**config.mk**
```make
export PLATFORM = sky130hd
export DESIGN_NAME = dc_pwm_driver
export DESIGN_NICKNAME = d
export VERILOG_FILES = /design/src/rtl/dc_pwm_driver.sv
export SDC_FILE = /design/constraint.sdc
export NUM_CORES = 1
export LEC_CHECK = 0
export CORE_MARGIN = 10
export CORE_UTILIZATION = 65
export CTS_BUF_LIST = sky130_fd_sc_hd__clkbuf_4
export DETAILED_ROUTE_END_ITERATION = 16
export DONT_BUFFER_PORTS = 1
export PLACE_DENSITY = 0.79
export SKIP_CTS_REPAIR_TIMING = 1
export SLEW_MARGIN = 0
export SYNTH_ARGS = -nofsm -noshare
export SYNTH_HDL_FRONTEND = slang
export SYNTH_SLANG_ARGS = --single-unit
export TNS_END_PERCENT = 50
```
**constraint.sdc**
```tcl
create_clock -name clk -period 3.9 [get_ports clk]
set_input_delay 1.17 -clock clk [delete_from_list [all_inputs] [get_ports clk]]
set_output_delay 1.17 -clock clk [all_outputs]
set_load 0.005 [all_outputs]
```
**src/rtl/dc_pwm_driver.sv**
```systemverilog
// DC motor PWM driver: 8-phase PWM period of 8*PRESCALE clocks, with duty level taken at period boundaries.
// Latency: pwm_out is registered one clock after phase/duty; period_start and at_target are combinational.
// Backpressure: none; dc_control is only sampled at a boundary, and en winds the drive down to idle when low.
// Optional build macro DC_PWM_SOFT_RAMP_EN: duty_active moves one step per boundary instead of jumping.
module dc_pwm_driver #(
  parameter int PRESCALE = 4
) (
  input  logic       clk,
  input  logic       rst,
  input  logic       en,
  input  logic [2:0] dc_control,
  output logic       pwm_out,
  output logic       period_start,
  output logic [2:0] duty_active,
  output logic       at_target
);

  typedef enum logic [1:0] {
    IDLE = 2'd0,
    RUN  = 2'd1,
    STOP = 2'd2
  } state_t;

  localparam logic [7:0] PRE_MAX = 8'(PRESCALE - 1);

  state_t     state;
  state_t     state_nxt;
  logic [7:0] pre_cnt;
  logic [2:0] phase;
  logic       tick;
  logic       boundary;
  logic [2:0] target;
  logic [2:0] duty_nxt;

  // Counters only run outside IDLE, so a boundary can never fire while idle.
  assign tick         = (state != IDLE) && (pre_cnt == PRE_MAX);
  assign boundary     = tick && (phase == 3'd7);
  assign period_start = boundary;

  // Winding down always aims for zero drive.
  assign target    = (state == RUN) ? dc_control : 3'd0;
  assign at_target = (duty_active == target);

  // Duty level to apply at the coming boundary.
  always_comb begin
    duty_nxt = duty_active;
`ifdef DC_PWM_SOFT_RAMP_EN
    if (duty_active < target) begin
      duty_nxt = duty_active + 3'd1;
    end else if (duty_active > target) begin
      duty_nxt = duty_active - 3'd1;
    end
`else
    duty_nxt = target;
`endif
  end

  // State register.
  always_ff @(posedge clk or posedge rst) begin
    if (rst) begin
      state <= IDLE;
    end else begin
      state <= state_nxt;
    end
  end

  // Next-state logic; re-enable in STOP wins over dropping to IDLE.
  always_comb begin
    state_nxt = state;
    case (state)
      IDLE: if (en) state_nxt = RUN;
      RUN:  if (!en) state_nxt = STOP;
      STOP: begin
        if (en) begin
          state_nxt = RUN;
        end else if (boundary && (duty_nxt == 3'd0)) begin
          state_nxt = IDLE;
        end
      end
      default: state_nxt = IDLE;
    endcase
  end

  // Prescale and phase counters; held at zero in IDLE so RUN entry starts a fresh period.
  always_ff @(posedge clk or posedge rst) begin
    if (rst) begin
      pre_cnt <= 8'd0;
      phase   <= 3'd0;
    end else if (state == IDLE) begin
      pre_cnt <= 8'd0;
      phase   <= 3'd0;
    end else if (tick) begin
      pre_cnt <= 8'd0;
      phase   <= phase + 3'd1;
    end else begin
      pre_cnt <= pre_cnt + 8'd1;
    end
  end

  // Duty level changes only at a period boundary.
  always_ff @(posedge clk or posedge rst) begin
    if (rst) begin
      duty_active <= 3'd0;
    end else if (boundary) begin
      duty_active <= duty_nxt;
    end
  end

  // Registered drive: high for the first duty_active phases of each period.
  always_ff @(posedge clk or posedge rst) begin
    if (rst) begin
      pwm_out <= 1'b0;
    end else begin
      pwm_out <= (state != IDLE) && (phase < duty_active);
    end
  end

endmodule

```
==> impl_metrics.csv <==
group,metric,value,unit
flow_run,drv_cap,0,
sta,setup_viol,0,
clock_tree,clk_latency,0.29,ns
synthesis,synth_seq_cells,17,
sta,fin_tns_setup,0,ns
grt,antenna_found_initial,0,
grt,grt_usage,10.7,%
sta,maxSlewHeadroom,57.4,%
routing,first_iter_violations,19,
grt,grt_max_degree,18,
final_layout,n_antenna_cell,0,
die,die_h,57.0,microns
critical_path,r2r-end,"duty_active[0]$_DFFE_PP0P_",
routing,via_count,673,
routing,drc_errors,0,
final_layout,drive_gt1_share,6.67,%
sta,finalMaxSlewViolations,0,
die,initial_core_util,68.4,%
sta,finalCriticalPeriod,3.09,ns
critical_path,critPathRequiredTime,2.73,ns
final_layout,seqCellArea,425,sq um
final_layout,nets,102,
clock_tree,cts_buffers,3,
critical_path,critPathMaxFanout,4,
critical_path,critPathCapture,"period_start",
synthesis,yosysUniqueCellTypes,30,
synthesis,syn_inst,88,
placed_design,numPortBuffers,0,
die,num_rows,13,
synthesis,synth_top_family_by_area,"simple AND/OR/NAND/NOR gates",
synthesis,synth-xor-area-share,5.91,%
die,io_pins,12,
synthesis,synth_compound_area_share,12.8,%
run_status,outcome,"finished clean",
sta,fin_crit_sh,79.3,%
sta,fin_skew,0.00470,ns
critical_path,path_class,"flop to output pin",
final_layout,fin_area,930,sq um
sta,rsz0062_at_grt,"no",
clock_tree,h-tree-depth,1,
sta,timing.final.ws_setup,0.808,ns
synthesis,synthAdderAreaFrac,7.03,%
clock_tree,clk_pin_slew,0.09,ns
final_layout,final_cell_mix,"dfrtp_1 (17), a21oi_1 (7), o21ai_0 (6), nor2_1 (6), nand3_1 (6)",
sta,tightest_slew,0.637,ns
synthesis,yosys.area_share.simple,21.5,%
synthesis,syn_area,890,sq um
placed_design,gp_congestion,0.819,
final_layout,multi_input_area,440,sq um
routing,detail-route-antenna-nets,0,
final_layout,final_cells,105,
final_layout,nFillCells,101,
power_and_ir_drop,powerDensity,429,nW/um^2
synthesis,syn_nets,99,
clock_tree,cts_root_buf,"clkbuf_4",
power_and_ir_drop,total_power,0.399,mW
critical_path,slowest_delay,0.63,ns
sta,holdWs,0.520,ns
critical_path,crit_start,"phase[0]$_DFFE_PP0P_",
grt,overflow,0,
placed_design,post-place-ws,1.05,ns
power_and_ir_drop,power_leakage,0.414,nW
synthesis,synthMuxAreaShare,2.25,%
final_layout,fin_util,71.4,%
placed_design,dpl.hpwl,1.32,mm
routing,wl_per_cell,16.4,microns
placed_design,dpl_cell_area,900,sq um
clock_tree,cts_tree,"built",
die,die_w,57.0,microns
critical_path,reg2reg_from,"pre_cnt[0]$_DFF_PP0_",
critical_path,cpMaxStageDelayCell,"or4b_2",
grt,grt_pass1_wl,2.83,mm
critical_path,cp-start-kind,"flop",
placed_design,dp.cells,101,
critical_path,end_kind,"output pin",
synthesis,ys.warnings.count,0,
synthesis,synth_enable_flop_cells,0,
routing,drt_wl_total,1.73,mm
critical_path,cp.arrival,1.92,ns
sta,final_hold_viol_count,0,
grt,grt_pass1_vias,651,
sta,max_freq,323,MHz
final_layout,areaGrowthSynthToFinish,4.50,%
synthesis,synthArstFlopShare,100,%
synthesis,synth-main-ff-cell,"dfrtp_1",
final_layout,final_common_cell,"dfrtp_1",
critical_path,reg2regPathDepth,4,
die,core,1300,sq um
power_and_ir_drop,ir_drop,0.000305,V
critical_path,crit_chain,"ha_1 -> ha_1 -> or4b_2 -> nor3_1",
synthesis,avgSynthCellArea,10.1,sq um
routing,dr.pass1.iters,4,
routing,vias_per_cell,6.41,
synthesis,seq_area_frac_synth,47.8,%
critical_path,r2r_setup_slack,1.77,ns
critical_path,cp_common_cell,"ha_1",
die,dieArea,3250,sq um
min_path,hold_path_class,"flop to flop",
clock_tree,clock_sinks,17,
clock_tree,clk_path_buf_depth,2,
[Yosys cell counts (2+ instances only)]
| master | n | share of area [%] |
|---|---|---|
| or3_1 | 4 | 2.8 |
| nor2_1 | 6 | 2.5 |
| nand3b_1 | 3 | 2.5 |
| mux2i_1 | 2 | 2.3 |
| inv_1 | 4 | 1.7 |
| o21ai_0 | 6 | 3.4 |
| nand2b_1 | 2 | 1.4 |
| o31ai_1 | 2 | 1.7 |
| nor3_1 | 2 | 1.1 |
| ha_1 | 5 | 7.0 |
| nand2_1 | 2 | 0.84 |
| dfrtp_1 | 17 | 48 |
| xnor2_1 | 4 | 3.9 |
| xor2_1 | 2 | 2.0 |
| nand3_1 | 6 | 3.4 |
| a21oi_1 | 7 | 3.9 |
[how the worst min path moves through the flow]
stage          slack, ns              endpoint  cells past startpoint                 start
6_report            0.52  pre_cnt[0]$_DFF_PP0_                      1  pre_cnt[0]$_DFF_PP0_
5_1_grt             0.55  pre_cnt[0]$_DFF_PP0_                      1  pre_cnt[0]$_DFF_PP0_
4_1_cts             0.52  pre_cnt[0]$_DFF_PP0_                      1  pre_cnt[0]$_DFF_PP0_
3_5_place_dp        0.51  pre_cnt[0]$_DFF_PP0_                      1  pre_cnt[0]$_DFF_PP0_
3_3_place_gp        0.51  pre_cnt[0]$_DFF_PP0_                      1  pre_cnt[0]$_DFF_PP0_
2_1_floorplan       0.48  pre_cnt[0]$_DFF_PP0_                      1  pre_cnt[0]$_DFF_PP0_
[power by group]
part	total, mW	switching, mW	internal (mW)
sequential	0.221	0.0247	0.196
clock	0.101	0.0547	0.0467
combinational	0.0767	0.0439	0.0328
total	0.399	0.123	0.276
[sequential cells by signal, summed over array words and instances, names as in the netlist]
signal and cells:
phase 3, duty_active 3, state 2, pre_cnt 8
pwm_out 1
[kinds of logic after synthesis]
kind of cell,Yosys count
AO/OA/AOI/OAI,20
XOR/XNOR,6
adder cells (fa/ha/maj),5
buffers and inverters,6
flip-flops,17
multiplexers,2
AND/OR/NAND/NOR,32
[cell type report]
class                      count  share of cell area, %
clock buffer                   4                   3.23
inverter                       4                   1.62
multi-input combinational     65                   47.4
sequential                    17                   45.8
tap                           15                   2.02
[layer usage]
metal / vias to the layer above / wire length, microns / global-route usage [%]
li1: 328 / - / -
met1: 310 / 660 / 10.9
met2: 31 / 878 / 18.4
met3: 4 / 155 / 3.32
met4: 0 / 31 / 7.05
met5: - / 0 / 0
[worst max-delay path: cells and delay by family, from the launching register on]
family / cells / cell delay, ns
simple gates: 2 / 0.90
flops: 1 / 0.40
fa+ha+maj: 2 / 0.34
(Power assumes the default switching activity.)
